## src/rtl/ov_cam_pkg.sv

```systemverilog
// Shared definitions for the OV7670 capture path: geometry defaults,
// capture FSM encoding and coordinate widths.
package ov_cam_pkg;

  localparam int IMG_WIDTH_DEF  = 640;
  localparam int IMG_HEIGHT_DEF = 480;
  localparam int X_W            = 10;
  localparam int Y_W            = 9;

  typedef enum logic [1:0] {
    ST_SYNC   = 2'd0,
    ST_BLANK  = 2'd1,
    ST_ACTIVE = 2'd2
  } cap_state_e;

  function automatic logic [X_W-1:0] sat_inc_x(input logic [X_W-1:0] v);
    logic [X_W-1:0] r;
    if (v == {X_W{1'b1}}) r = v;
    else                  r = v + 10'd1;
    return r;
  endfunction

  function automatic logic [Y_W-1:0] sat_inc_y(input logic [Y_W-1:0] v);
    logic [Y_W-1:0] r;
    if (v == {Y_W{1'b1}}) r = v;
    else                  r = v + 9'd1;
    return r;
  endfunction

endpackage

```

## src/rtl/ov_byte_pairer.sv

```systemverilog
// Line-local byte pairing: latches the high byte, flags the completing byte
// and counts pairs; reports a dangling odd byte when the line closes.
module ov_byte_pairer
  import ov_cam_pkg::*;
(
  input  logic           ov_pclk,
  input  logic           rst,
  input  logic           hs_q,
  input  logic [7:0]     d_q,
  input  logic           line_start,
  input  logic           line_end,
  output logic           pair_valid,
  output logic [15:0]    pair_data,
  output logic [X_W-1:0] pair_cnt,
  output logic           odd_err
);

  logic           phase_r;
  logic [7:0]     hi_r;
  logic [X_W-1:0] cnt_r;

  // pair phase, high-byte latch and per-line pair counter
  always_ff @(posedge ov_pclk or negedge rst) begin
    if (!rst) begin
      phase_r <= 1'b0;
      hi_r    <= 8'd0;
      cnt_r   <= 10'd0;
    end else if (line_start) begin
      phase_r <= 1'b1;
      hi_r    <= d_q;
      cnt_r   <= 10'd0;
    end else if (line_end) begin
      phase_r <= 1'b0;
      cnt_r   <= 10'd0;
    end else if (hs_q) begin
      if (phase_r) begin
        phase_r <= 1'b0;
        cnt_r   <= sat_inc_x(cnt_r);
      end else begin
        phase_r <= 1'b1;
        hi_r    <= d_q;
      end
    end
  end

  // the counter still holds this line's total during the line_end cycle
  assign pair_valid = hs_q && phase_r && !line_start && !line_end;
  assign pair_data  = {hi_r, d_q};
  assign pair_cnt   = cnt_r;
  assign odd_err    = line_end && phase_r;

endmodule

```

## src/rtl/ov_pixel_capture.sv

```systemverilog
// OV7670 parallel-bus capture: frame sync FSM, frame skipping, geometry
// checking and registered pixel/frame strobes.
module ov_pixel_capture
  import ov_cam_pkg::*;
#(
  parameter int IMG_WIDTH  = IMG_WIDTH_DEF,
  parameter int IMG_HEIGHT = IMG_HEIGHT_DEF,
  parameter int FRAME_SKIP = 0
)
(
  input  logic           ov_pclk,
  input  logic           rst,
  input  logic           ov_vs,
  input  logic           ov_hs,
  input  logic [7:0]     cam_data,
  input  logic           capture_en,
  output logic [15:0]    pixel_data,
  output logic           pixel_valid,
  output logic [X_W-1:0] pixel_x,
  output logic [Y_W-1:0] pixel_y,
  output logic           frame_start,
  output logic           frame_done,
  output logic           frame_err,
  output logic [15:0]    frame_cnt
);

  localparam logic [X_W-1:0] WIDTH_C  = X_W'(IMG_WIDTH);
  localparam logic [Y_W-1:0] HEIGHT_C = Y_W'(IMG_HEIGHT);
  localparam logic [7:0]     SKIP_C   = 8'(FRAME_SKIP);

  logic       vs_r, hs_r, vs_p_r, hs_p_r;
  logic [7:0] d_r;
  cap_state_e state_r, next_state_s;
  logic [7:0]     skip_r;
  logic           keep_r, line_err_r;
  logic [Y_W-1:0] y_r;

  logic           vs_rise_s, vs_fall_s, line_start_s, line_end_s;
  logic           pair_valid_s, odd_err_s;
  logic [15:0]    pair_data_s;
  logic [X_W-1:0] pair_cnt_s;
  logic           start_evt_s, end_evt_s, act_line_end_s, keep_now_s;
  logic           line_bad_s, err_next_s, pix_ok_s;
  logic [Y_W-1:0] y_next_s;

  // single input register stage plus one cycle of history for edge detect
  always_ff @(posedge ov_pclk or negedge rst) begin
    if (!rst) begin
      vs_r   <= 1'b0;
      hs_r   <= 1'b0;
      d_r    <= 8'd0;
      vs_p_r <= 1'b0;
      hs_p_r <= 1'b0;
    end else begin
      vs_r   <= ov_vs;
      hs_r   <= ov_hs;
      d_r    <= cam_data;
      vs_p_r <= vs_r;
      hs_p_r <= hs_r;
    end
  end

  assign vs_rise_s    = vs_r & ~vs_p_r;
  assign vs_fall_s    = ~vs_r & vs_p_r;
  assign line_start_s = hs_r & ~hs_p_r;
  // HREF still high at the VSYNC edge closes the line in the same cycle
  assign line_end_s   = (~hs_r & hs_p_r) | (vs_rise_s & hs_r);

  ov_byte_pairer u_pairer (
    .ov_pclk    (ov_pclk),
    .rst        (rst),
    .hs_q       (hs_r),
    .d_q        (d_r),
    .line_start (line_start_s),
    .line_end   (line_end_s),
    .pair_valid (pair_valid_s),
    .pair_data  (pair_data_s),
    .pair_cnt   (pair_cnt_s),
    .odd_err    (odd_err_s)
  );

  // FSM state register
  always_ff @(posedge ov_pclk or negedge rst) begin
    if (!rst) state_r <= ST_SYNC;
    else      state_r <= next_state_s;
  end

  // FSM next-state logic
  always_comb begin
    next_state_s = state_r;
    case (state_r)
      ST_SYNC:   if (vs_rise_s) next_state_s = ST_BLANK;  else next_state_s = ST_SYNC;
      ST_BLANK:  if (vs_fall_s) next_state_s = ST_ACTIVE; else next_state_s = ST_BLANK;
      ST_ACTIVE: if (vs_rise_s) next_state_s = ST_BLANK;  else next_state_s = ST_ACTIVE;
      default:   next_state_s = ST_SYNC;
    endcase
  end

  // FSM output decode: frame events, line bookkeeping and pixel qualification
  always_comb begin
    start_evt_s    = 1'b0;
    end_evt_s      = 1'b0;
    act_line_end_s = 1'b0;
    case (state_r)
      ST_BLANK:  start_evt_s = vs_fall_s;
      ST_ACTIVE: begin
        end_evt_s      = vs_rise_s;
        act_line_end_s = line_end_s;
      end
      default:   start_evt_s = 1'b0;
    endcase
    keep_now_s = capture_en && (skip_r == 8'd0);
    line_bad_s = odd_err_s || (pair_cnt_s != WIDTH_C);
    if (act_line_end_s) begin
      y_next_s   = sat_inc_y(y_r);
      err_next_s = line_err_r | line_bad_s;
    end else begin
      y_next_s   = y_r;
      err_next_s = line_err_r;
    end
    pix_ok_s = (state_r == ST_ACTIVE) && keep_r && pair_valid_s && !end_evt_s &&
               (pair_cnt_s < WIDTH_C) && (y_r < HEIGHT_C);
  end

  // per-frame bookkeeping: keep decision, skip countdown, line count, sticky error
  always_ff @(posedge ov_pclk or negedge rst) begin
    if (!rst) begin
      keep_r     <= 1'b0;
      skip_r     <= 8'd0;
      line_err_r <= 1'b0;
      y_r        <= 9'd0;
    end else if (start_evt_s) begin
      keep_r     <= keep_now_s;
      line_err_r <= 1'b0;
      y_r        <= 9'd0;
      if (capture_en) skip_r <= keep_now_s ? SKIP_C : (skip_r - 8'd1);
    end else if (state_r == ST_ACTIVE) begin
      line_err_r <= err_next_s;
      y_r        <= y_next_s;
    end
  end

  // registered pixel and frame outputs
  always_ff @(posedge ov_pclk or negedge rst) begin
    if (!rst) begin
      pixel_valid <= 1'b0;
      pixel_data  <= 16'd0;
      pixel_x     <= 10'd0;
      pixel_y     <= 9'd0;
      frame_start <= 1'b0;
      frame_done  <= 1'b0;
      frame_err   <= 1'b0;
      frame_cnt   <= 16'd0;
    end else begin
      pixel_valid <= pix_ok_s;
      if (pix_ok_s) begin
        pixel_data <= pair_data_s;
        pixel_x    <= pair_cnt_s;
        pixel_y    <= y_r;
      end
      frame_start <= start_evt_s & keep_now_s;
      frame_done  <= end_evt_s & keep_r;
      frame_err   <= end_evt_s & keep_r & (err_next_s | (y_next_s != HEIGHT_C));
      if (end_evt_s & keep_r) frame_cnt <= frame_cnt + 16'd1;
    end
  end

endmodule
```

## config.mk

```make
export PLATFORM = sky130hd
export DESIGN_NAME = ov_pixel_capture
export DESIGN_NICKNAME = d
export VERILOG_FILES = /design/src/rtl/ov_cam_pkg.sv /design/src/rtl/ov_byte_pairer.sv /design/src/rtl/ov_pixel_capture.sv
export SDC_FILE = /design/constraint.sdc
export NUM_CORES = 1
export LEC_CHECK = 0
export CAP_MARGIN = 20
export CORE_MARGIN = 2
export CORE_UTILIZATION = 45
export CTS_CLUSTER_SIZE = 12
export DETAILED_ROUTE_END_ITERATION = 7
export GPL_TIMING_DRIVEN = 0
export PLACE_DENSITY = 0.83
export SYNTH_ARGS = -nofsm -noshare
export SYNTH_HDL_FRONTEND = slang
export SYNTH_SLANG_ARGS = --single-unit
```

## constraint.sdc

```tcl
create_clock -name ov_pclk -period 2.2 [get_ports ov_pclk]
set_input_delay 0.33 -clock ov_pclk [delete_from_list [all_inputs] [get_ports ov_pclk]]
set_output_delay 0.33 -clock ov_pclk [all_outputs]
set_load 0.05 [all_outputs]
```

# Word-level counts from Yosys, hierarchy flattened
# Index checks and enable logic that the tools add are counted.
dict set report word_totals {
  regBits 107
  latchBits 0
  ramBits 0
  rom_bits 0
  in_bits 13
  word_cells 102
  mem_count 0
}
dict set report classes {
  addsub 4
  multipliers 0
  div 0
  n_lt_le_gt_ge 2
  n_eq_ne 9
  n_shift 0
  muxes 28
  n_bitwise 15
  n_reduce_logical 23
}
# op count
set ops {}
lappend ops {{2-to-1 mux 10 bit} 5}
lappend ops {{2-to-1 mux 8 bit} 5}
lappend ops {{2-to-1 mux 9 bit} 4}
lappend ops {{adder 16 x 1 -> 16 bit, second input constant} 1}
lappend ops {{2-to-1 mux 1 bit} 11}
lappend ops {{adder 10 x 1 -> 10 bit, second input constant} 1}
lappend ops {{== test 10 bit, second input constant} 1}
lappend ops {{logical AND 1 bit} 10}
lappend ops {{< comparator 10 bit, second input constant} 1}
lappend ops {{inequality test 10 bit, second input constant} 1}
lappend ops {{adder 9 x 1 -> 9 bit, second input constant} 1}
lappend ops {{== test 9 bit, second input constant} 1}
lappend ops {{< comparator 9 bit, second input constant} 1}
lappend ops {{inequality test 9 bit, second input constant} 1}
lappend ops {{AND 1 bit} 8}
lappend ops {{logical NOT 8 bit} 1}
lappend ops {{subtractor 8 x 1 -> 8 bit, second input constant} 1}
lappend ops {{case mux 2 bit (3 select lines)} 1}
lappend ops {{AND reduction 3 bit} 2}
lappend ops {{nonzero test 3 bit} 2}
lappend ops {{2-to-1 mux 2 bit} 2}
lappend ops {{inequality test 2 x 1 -> 1 bit, second input constant} 2}
lappend ops {{inverter 1 bit} 4}
lappend ops {{nonzero test 2 bit} 2}
lappend ops {{other kinds (8)} 12}

# Logic depth before layout (Yosys ltp)
# Gate-level depths: netlist (run 1).
dict set report logic_depth {
  ltp_word 10
  depth_mapped 7
  depth_no_buf 7
}

# By module
# A second synthesis (run 1) with hierarchy kept.
dict set report unflattened {
  cells_unflattened 458
  hier_area_um2 4675.7
}
# mod n_inst cells_per_inst area_each_um2 seq_area_each_um2
set modules_own_cells {}
lappend modules_own_cells {ov_pixel_capture 1 369 3687.3 2202.1}
lappend modules_own_cells {ov_byte_pairer 1 89 988.4 475.5}

# Worst setup path after synthesis (run 1)
# Ideal clock, no wire load.
dict set report synth_timing {
  path_kind {register to register}
  start {reg vs_r}
  end {reg pixel_x[0]}
  setup_ps 125
  arrival_ps 1952
  t_required_ps 2075
  path_slack_ps 123
  path_stages_with_launch 6
  synth_period_minus_slack_ps 2077
  path_cell_list {dfrtp_1 > or2b_1 > nand4_1 > a2111oi_4 > buf_6 > mux2_2}
}
dict set report synth_between {
  elab_chain_len 9
  elab_cells_between_ends 11
  classes_between {mux (1); bitwise (3); reduce/logical (7)}
}
# item line_no
set synth_rtl {}
lappend synth_rtl {{start, declared} ov_pixel_capture.sv:31} ;# logic vs_r, hs_r, vs_p_r, hs_p_r;
lappend synth_rtl {{start signal, assigned} ov_pixel_capture.sv:55} ;# vs_r <= ov_vs;
lappend synth_rtl {{AND 1 bit *} ov_pixel_capture.sv:63} ;# assign vs_rise_s = vs_r & ~vs_p_r;
lappend synth_rtl {{AND 1 bit} ov_pixel_capture.sv:67} ;# assign line_end_s = (~hs_r & hs_p_r) | (vs_rise_s & hs_r);
lappend synth_rtl {{bitwise OR 1 bit} ov_pixel_capture.sv:67}
lappend synth_rtl {{logical NOT 1 bit} ov_byte_pairer.sv:47} ;# assign pair_valid = hs_q && phase_r && !line_start && !line_end;
lappend synth_rtl {{logical AND 1 bit} ov_byte_pairer.sv:47}
lappend synth_rtl {{logical AND 1 bit} ov_pixel_capture.sv:121} ;# pix_ok_s = (state_r == ST_ACTIVE) && keep_r && pair_valid_s && !end_evt_s &&
lappend synth_rtl {{logical AND 1 bit * (2 in a row)} ov_pixel_capture.sv:121}
lappend synth_rtl {{logical AND 1 bit *} ov_pixel_capture.sv:122} ;# (pair_cnt_s < WIDTH_C) && (y_r < HEIGHT_C);
lappend synth_rtl {{end signal, assigned} ov_pixel_capture.sv:158} ;# pixel_x <= pair_cnt_s;
lappend synth_rtl {{end, declared} ov_pixel_capture.sv:19} ;# output logic [X_W-1:0] pixel_x,
# Mark *: on every way between the ends. The rest lies on a longest branch, timed or not.
# A chain may end at the register's enable or synchronous reset.

# Final worst setup path (run 1)
dict set report layout_timing {
  start {reg y_r[1]}
  end {reg frame_err}
}
dict set report layout_between {
  elab_chain_len 6
  elab_cells_between_ends 7
  classes_between {add/sub (1); eq/ne (2); mux (2); bitwise (2)}
}
# item line_no
set layout_rtl {}
lappend layout_rtl {{start, declared} ov_pixel_capture.sv:36} ;# logic [Y_W-1:0] y_r;
lappend layout_rtl {{start signal, assigned} ov_pixel_capture.sv:139} ;# y_r <= y_next_s;
lappend layout_rtl {{adder 9 x 1 -> 9 bit or == test 9 bit (tied branches)} {ov_cam_pkg.sv:26, ov_cam_pkg.sv:25}}
lappend layout_rtl {{2-to-1 mux 9 bit} ov_cam_pkg.sv:25} ;# if (v == {Y_W{1'b1}}) r = v;
lappend layout_rtl {{2-to-1 mux 9 bit *} ov_pixel_capture.sv:114} ;# if (act_line_end_s) begin
lappend layout_rtl {{inequality test 9 bit *} ov_pixel_capture.sv:163} ;# frame_err <= end_evt_s & keep_r & (err_next_s | (y_next_s != HEIGHT_C));
lappend layout_rtl {{bitwise OR 1 bit *} ov_pixel_capture.sv:163}
lappend layout_rtl {{AND 1 bit *} ov_pixel_capture.sv:163}
lappend layout_rtl {{end signal, assigned} ov_pixel_capture.sv:163}
lappend layout_rtl {{end, declared} ov_pixel_capture.sv:23} ;# output logic frame_err,
# Marks and branches as above.

==> results of run 1 <==
==> layer usage <==
layer	share of wire, %	track usage, %	up-vias
met3	7.5	6.613	23
li1	-	-	1538
met4	1.6	4.571	0
met5	0	0	-
met2	47	28.43	115
met1	44	23.24	1632
==> cell type report <==
cell class | instances | area [um2] | share of cell area, %
Buffer | 8 | 56.30 | 0.9753
Clock buffer | 10 | 137.6 | 2.384
Clock inverter | 6 | 66.31 | 1.149
Inverter | 12 | 45.04 | 0.7802
Multi-Input combinational cell | 248 | 1876 | 32.49
Sequential cell | 107 | 2679 | 46.40
Tap cell | 133 | 166.4 | 2.883
Timing Repair Buffer | 74 | 747.0 | 12.94
==> worst max-delay path by stage <==
stage | to | slack, ns | cells past startpoint
CTS | frame_err | 0.01 | 6
detailed placement | pixel_x[1] | -0.34 | 5
global route | pixel_y[5] | 0.01 | 7
floorplan | pixel_x[0] | 0.12 | 5
finish | frame_err | 0.13 | 6
global placement | skip_r[2] | -3.06 | 1
==> worst max-delay path, stage by stage, from the launching register on <==
cell,delay [ns]
dfrtp_1,0.45
ha_2,0.28
nand3_1,0.16
a2111oi_2,0.42
mux2i_1,0.35
a211oi_2,0.09
a31oi_1,0.22
==> registers in the layout, indices dropped and copies added, names as in the netlist, 2 cells and up <==
signal / count
skip_r: 8
d_r: 8
pixel_x: 10
u_pairer.pair_cnt: 10
frame_cnt: 16
pixel_y: 9
state_r: 2
u_pairer.hi_r: 8
pixel_data: 16
y_r: 9
==> logic make-up (layout without fill, tap and decap cells) <==
logic type	count (synthesis)	after routing	synth area share (%)
and+or+nand+nor	113	113	13.13
DFF	107	107	58.15
AOI/OAI and AO/OA	63	63	9.674
muxes	49	49	11.90
buffers and inverters	22	110	2.364
xor gates and xnor gates	18	18	3.424
adders and majority gates	5	5	1.359
==> what timing repair did <==
action	in CTS	in global routing
endpoints found under the setup margin	42	42
gates resized for setup	5	12
buffers inserted	3	2
hold endpoints to repair	35	0
hold buffers	1	0
pin swaps	1	1
==> Yosys cell counts (all sizes together), types with 5 or more instances <==
library cell and instances:
dfrtp 107, mux2 46, nand2 29, nand3 17, o21ai 17, nor2 13
inv 12, nand4 11, xnor2 11, and3 8, a21o 7, xor2 7
a21oi 6, buf 6, nor4 6, a31oi 5, ha 5
==> cell usage in the layout, fill, tap and decap left out, types with 5 or more instances in the layout <==
| master | instances |
|---|---|
| dfrtp_1 | 106 |
| clkdlybuf4s50_1 | 66 |
| mux2_2 | 43 |
| nand2_1 | 29 |
| o21ai_0 | 16 |
| nand3_1 | 16 |
| nor2_1 | 13 |
| inv_1 | 12 |
| nand4_1 | 11 |
| xnor2_1 | 11 |
| clkbuf_8 | 10 |
| and3_1 | 8 |
| a21o_1 | 7 |
| xor2_1 | 7 |
| nor4_1 | 6 |
| a31oi_1 | 5 |
| a21oi_1 | 5 |
| buf_4 | 5 |
==> power breakdown <==
group / total, mW / internal, mW / switching, mW
clock: 1.21 / 0.478 / 0.735
combinational: 0.427 / 0.206 / 0.220
sequential: 2.23 / 2.10 / 0.136
total: 3.87 / 2.78 / 1.09
==> impl_results.md, run 1 <==
- Final Max Slew Viols: 0
- Root Driver: clkbuf_8
- Share of cells above drive strength 1: 18.49%
- Fmax: 483.4 MHz
- GRT Total Usage: 17.88%
- Dpl cells: 578
- 1st-iter DRT viols: 314
- Post-route cell area: 5773 um2
- Leak: 2.543 nW
- Hpwl dp: 6646 um
- DRC: 0
- Routed vias: 3,308
- Initial antenna violation count: 0
- Post-synthesis async set-or-reset flop share: 100.0%
- TNS Setup: 0 ns
- Post-Place Setup Slack: -0.3350 ns
- Clock skew: 0.01691 ns
- Pwr Total: 3.874 mW
- R2R setup slack: 0.13 ns
- CTS buffer count: 9
- Fin. Hold Viols: 0
- Cell variety after synth: 51
- Routed WL per cell: 16.13 um
- Sink Count: 107
- CTS tree: built
- Reg-to-Reg End: frame_err
- Crit Path Max Fanout: 6
- Post-synth top area share: 58.15%
- # IOs: 68
- Max H-tree Level: 3
- Starting Density: 46.68%
- Reg2reg path depth: 6
- Worst Setup Slack, final: 0.1313 ns
- Syn nets: 395
- Die Ht: 105.2 um
- RSZ-0062 raised after global routing: false
- Die area: 11,060 um2
- Flops & latches, synth: 107
- Final GP Congestion: 0.8730
- Outcome: complete, no violations
- Max_slew headroom: 63.43%
- Synth Instances: 377
- Diode count: 0
- Die W: 105.2 um
- Fill count: 774
- Reg2reg start: y_r[1]
- Worst slew pin tran: 0.5469 ns
- Hold WC Path Type: in -> reg
- Final setup vio count: 0
- Number of enable flip-flop cells after synthesis: 0
- Mapped Avg Cell Area: 12.21 um2
- Top FF cell, synth: dfrtp_1
- CTS Buffer Depth: 2
- Hold Path End: d_r[4]
- Seq/Total Area, Yosys: 58.15%
- WP data arrival: 2.36 ns
- Max-Cap Viols: 0
- Crit Path Class: reg -> reg
- Total Nets Final: 478
- Post-route minimum period: 2.069 ns
- Hold Crit Start: cam_data[4]
- Placed cell areas: 5466 um2
- Clk slew on worst S/H paths: 0.11 ns
- Worst Setup SP: y_r[1]
- P per Cell Area: 671.0 nW/um2
- Pin count of the biggest net entering global routing: 73
- Non-filler instance count after layout: 598
- Final Cycle Share: 94.03%
- Cell Area, Synth: 4604 um2
- Synth area leaders: dfrtp_1, mux2_2, nand2_1, xnor2_1, o21ai_0
- Site Rows: 36
- Hold path depth: 1
- Final hold slack: 0.3758 ns
- Global-route wire length before repair: 15,890 um
- WP data required: 2.49 ns
- Vias/cell: 5.532
- WL final: 9644 um
- Worst setup SP type: register
- Vias in the first global route: 3,287
- Maximum vdd drop: 0.0005435 V
- TritonRoute pass-1 iters: 4
- Grt total ovfl: 0
- DRT antenna net count: 0
- PortBufs: 67
- Placeable Area: 9864 um2
- Layout overhead on the synthesized area: 25.38%
- Largest area contributor in the synthesized netlist: dfrtp_1
- Ys Warns: 0
- Final design utilization: 58.52%
- Worst skew pair latency: 0.38 ns
- Worst setup EP type: register
Note: power is estimated with default switching activity, not from simulation.
==> run 2: changes to the inputs <==
PLACE_DENSITY = 0.8   (was 0.83)
REMOVE_ABC_BUFFERS = 1   (was unset)
clock period = 2.6 ns   (was 2.2 ns; I/O delays follow)
==> run 2 against run 1 <==
Effect of this change:
- sequential power is 16% lower
- global-route usage down 0.98 points
- clock skew fell by 0.0037 ns
- maximum frequency fell by 13%
- utilization down 1.0 points
- critical path type unchanged
==> impl_results.md, run 2 (synthesis results as in run 1) <==
- Non-filler instance count after layout: 590 (-1.3%)
- TritonRoute pass-1 iters: 4 (unchanged)
- CP peak stage delay: 0.47 ns (+0.02 ns)
- Max-Cap Viols: 0 (unchanged)
- # IOs: 68 (unchanged)
- Global-route wire length before repair: 15,190 um (-4.4%)
- R2R setup slack: 0.23 ns (+0.10 ns)
- Worst path bufs/invs: 3 (+3)
- Vias/cell: 5.408 (-2.2%)
- Worst skew pair latency: 0.37 ns (about the same)
- Post-cts resize count: 0 (-5)
- Sw Pwr: 0.9035 mW (-17%)
- Pin count of the biggest net entering global routing: 77 (+5.5%)
- Final design utilization: 57.51% (-1.0 points)
- CP top delay family: buffers and inverters
- Sequential power share: 58.4% (+0.7 points)
- Placed cell areas: 5451 um2 (-0.27%)
- PortBufs: 67 (unchanged)
- GRT Total Usage: 16.91% (-0.98 points)
- Post-Place Setup Slack: -0.009856 ns (+0.3252 ns)
- Multi-input gate area: 1818 um2 (-3.1%)
- Hold Path End: d_r[2]
- Routed vias: 3,191 (-3.5%)
- Switching portion of total power: 28.01% (-0.18 points)
- 1st-iter DRT viols: 128 (-59%)
- Clock skew: 0.01320 ns (-0.003711 ns)
- Site Rows: 36 (unchanged)
- Final GP Congestion: 0.8538 (-2.2%)
- Post-route cell area: 5673 um2 (-1.7%)
- Final setup vio count: 0 (unchanged)
- Worst Setup Slack, final: 0.2325 ns (+0.1012 ns)
- Max H-tree Level: 3 (unchanged)
- WP data arrival: 2.63 ns (+0.27 ns)
- Leak: 2.512 nW (-1.2%)
- Die W: 105.2 um (unchanged)
- Hpwl dp: 6341 um (-4.6%)
- Clk slew on worst S/H paths: 0.11 ns (about the same)
- Routed WL per cell: 15.12 um (-6.3%)
- Crit-path most repeated cell: buf_8
- DRC: 0 (unchanged)
- Crit-path cells: or2b_1 > nand3_2 > a2111oi_4 > buf_8 > buf_8 > buf_6 > mux2_2
- Comb pwr share: 10.6% (-0.4 points)
- Share of cells above drive strength 1: 15.32% (-3.2 points)
- Sink Count: 107 (unchanged)
- Pwr Total: 3.226 mW (-17%)
- Dpl cells: 572 (-1.0%)
- Initial antenna violation count: 0 (unchanged)
- Power share of the clock group: 31.0% (-0.3 points)
- Post-route minimum period: 2.368 ns (+0.2988 ns)
- Root Driver: clkbuf_8
- Crit Path Max Fanout: 12 (+6)
- Commonest non-fill, non-tap cell in the layout: dfrtp_1
- Outcome: complete, no violations
- Maximum vdd drop: 0.0002821 V (-48%)
- Fill count: 793 (+2.5%)
- WP data required: 2.86 ns (+0.37 ns)
- Vias in the first global route: 3,248 (-1.2%)
- Slowest CP cell: a2111oi_4
- Final Cycle Share: 91.06% (-3.0 points)
- Reg2reg start: vs_r
- Starting Density: 46.68% (unchanged)
- Placeable Area: 9864 um2 (unchanged)
- Max_slew headroom: 51.19% (-12 points)
- P per Cell Area: 568.7 nW/um2 (-15%)
- Register area: 2678 um2 (about the same)
- Reg2reg path depth: 7 (+1)
- Diode count: 0 (unchanged)
- CTS Buffer Depth: 2 (unchanged)
- Worst setup SP type: register
- Die area: 11,060 um2 (unchanged)
- Die Ht: 105.2 um (unchanged)
- Final Max Slew Viols: 0 (unchanged)
- Reg-to-Reg End: pixel_data[5]
- Hold WC Path Type: in -> reg
- CTS tree: built
- Worst setup EP type: register
- Hold Crit Start: cam_data[2]
- Fmax: 422.4 MHz (-13%)
- TNS Setup: 0 ns (unchanged)
- Grt total ovfl: 0 (unchanged)
- Layout overhead on the synthesized area: 23.21%
- Internal: 2.323 mW (-16%)
- Total Nets Final: 470 (-1.7%)
- RSZ-0062 raised after global routing: false
- DRT antenna net count: 0 (unchanged)
- Crit Path Class: reg -> reg
- Final hold slack: 0.4477 ns (+0.07192 ns)
- CTS buffer count: 9 (unchanged)
- Hold path depth: 1 (unchanged)
- Worst slew pin tran: 0.7322 ns (+0.1853 ns)
- Most frequent cells in the layout: dfrtp_1, clkdlybuf4s50_1, mux2_2, nand2_1, o21ai_0
- Largest registers: frame_cnt (16), pixel_data (16)
- WL final: 8919 um (-7.5%)
- Fin. Hold Viols: 0 (unchanged)
[run 2: cell types whose count changed in the layout (fill, tap and decap cells not counted), moves of 2 or more]
| cell | before | now |
|---|---|---|
| buf_6 | 4 | 1 |
| clkbuf_1 | 2 | 0 |
| a211oi_2 | 2 | 0 |
| buf_4 | 5 | 3 |
| buf_8 | 0 | 2 |
| buf_2 | 3 | 0 |
| a2111oi_0 | 0 | 3 |
| a211oi_1 | 2 | 4 |
| a2111oi_2 | 3 | 0 |
[run 2: metal layers]
layer / share of wire [%] / GRT usage (%) / routed length, um / vias to the layer above
met3: 2.9 / 3.618 / 260 / 10
met1: 45 / 21.49 / 3974 / 1588
met5: 0 / 0 / 0 / -
li1: - / - / - / 1516
met2: 52 / 29.08 / 4597 / 77
met4: 0.98 / 4.857 / 87 / 0
[run 2: cell type report]
class	count	share of cell area [%]
clock buffer	9	2.184
clock inverter	7	1.412
inverter	12	0.7940
multi-input combinational	248	32.05
sequential	107	47.20
tap	133	2.933
timing repair buffer	74	13.43
[run 2: timing repair]
action                                 CTS  global route
hold buffers                             1             0
buffers inserted                         1             0
setup endpoints to repair                1             0
endpoints found under the hold margin   31             0
[run 2: power groups by stage]
stage | Clock [mW] | Sequential (mW) | Combinational (mW)
CTS | 1.03 | 1.88 | 0.349
detailed placement | 0 | 1.91 | 0.348
finish | 1.00 | 1.88 | 0.342
floorplan | 0 | 1.89 | 0.225
global placement | 0 | 1.91 | 0.312
global route | 1.10 | 1.90 | 0.380
[run 2: worst register-to-register path: stages, from the launching register on]
cell and delay (ns):
dfrtp_1 0.43, or2b_1 0.30, nand3_2 0.20, a2111oi_4 0.47
buf_8 0.20, buf_8 0.16, buf_6 0.16, mux2_2 0.35
[run 2: worst max-delay path by stage]
stage	startpoint	end	slack (ns)	cells past startpoint
after global routing	u_pairer.pair_cnt[0]	u_pairer.pair_cnt[3]	0.05	7
after floorplan	vs_r	pixel_data[0]	-0.14	4
after CTS	vs_r	pixel_data[5]	0.24	7
final	vs_r	pixel_data[5]	0.23	7
after detailed placement	vs_r	pixel_data[5]	-0.01	7
after global placement	rst	skip_r[1]	-2.72	1
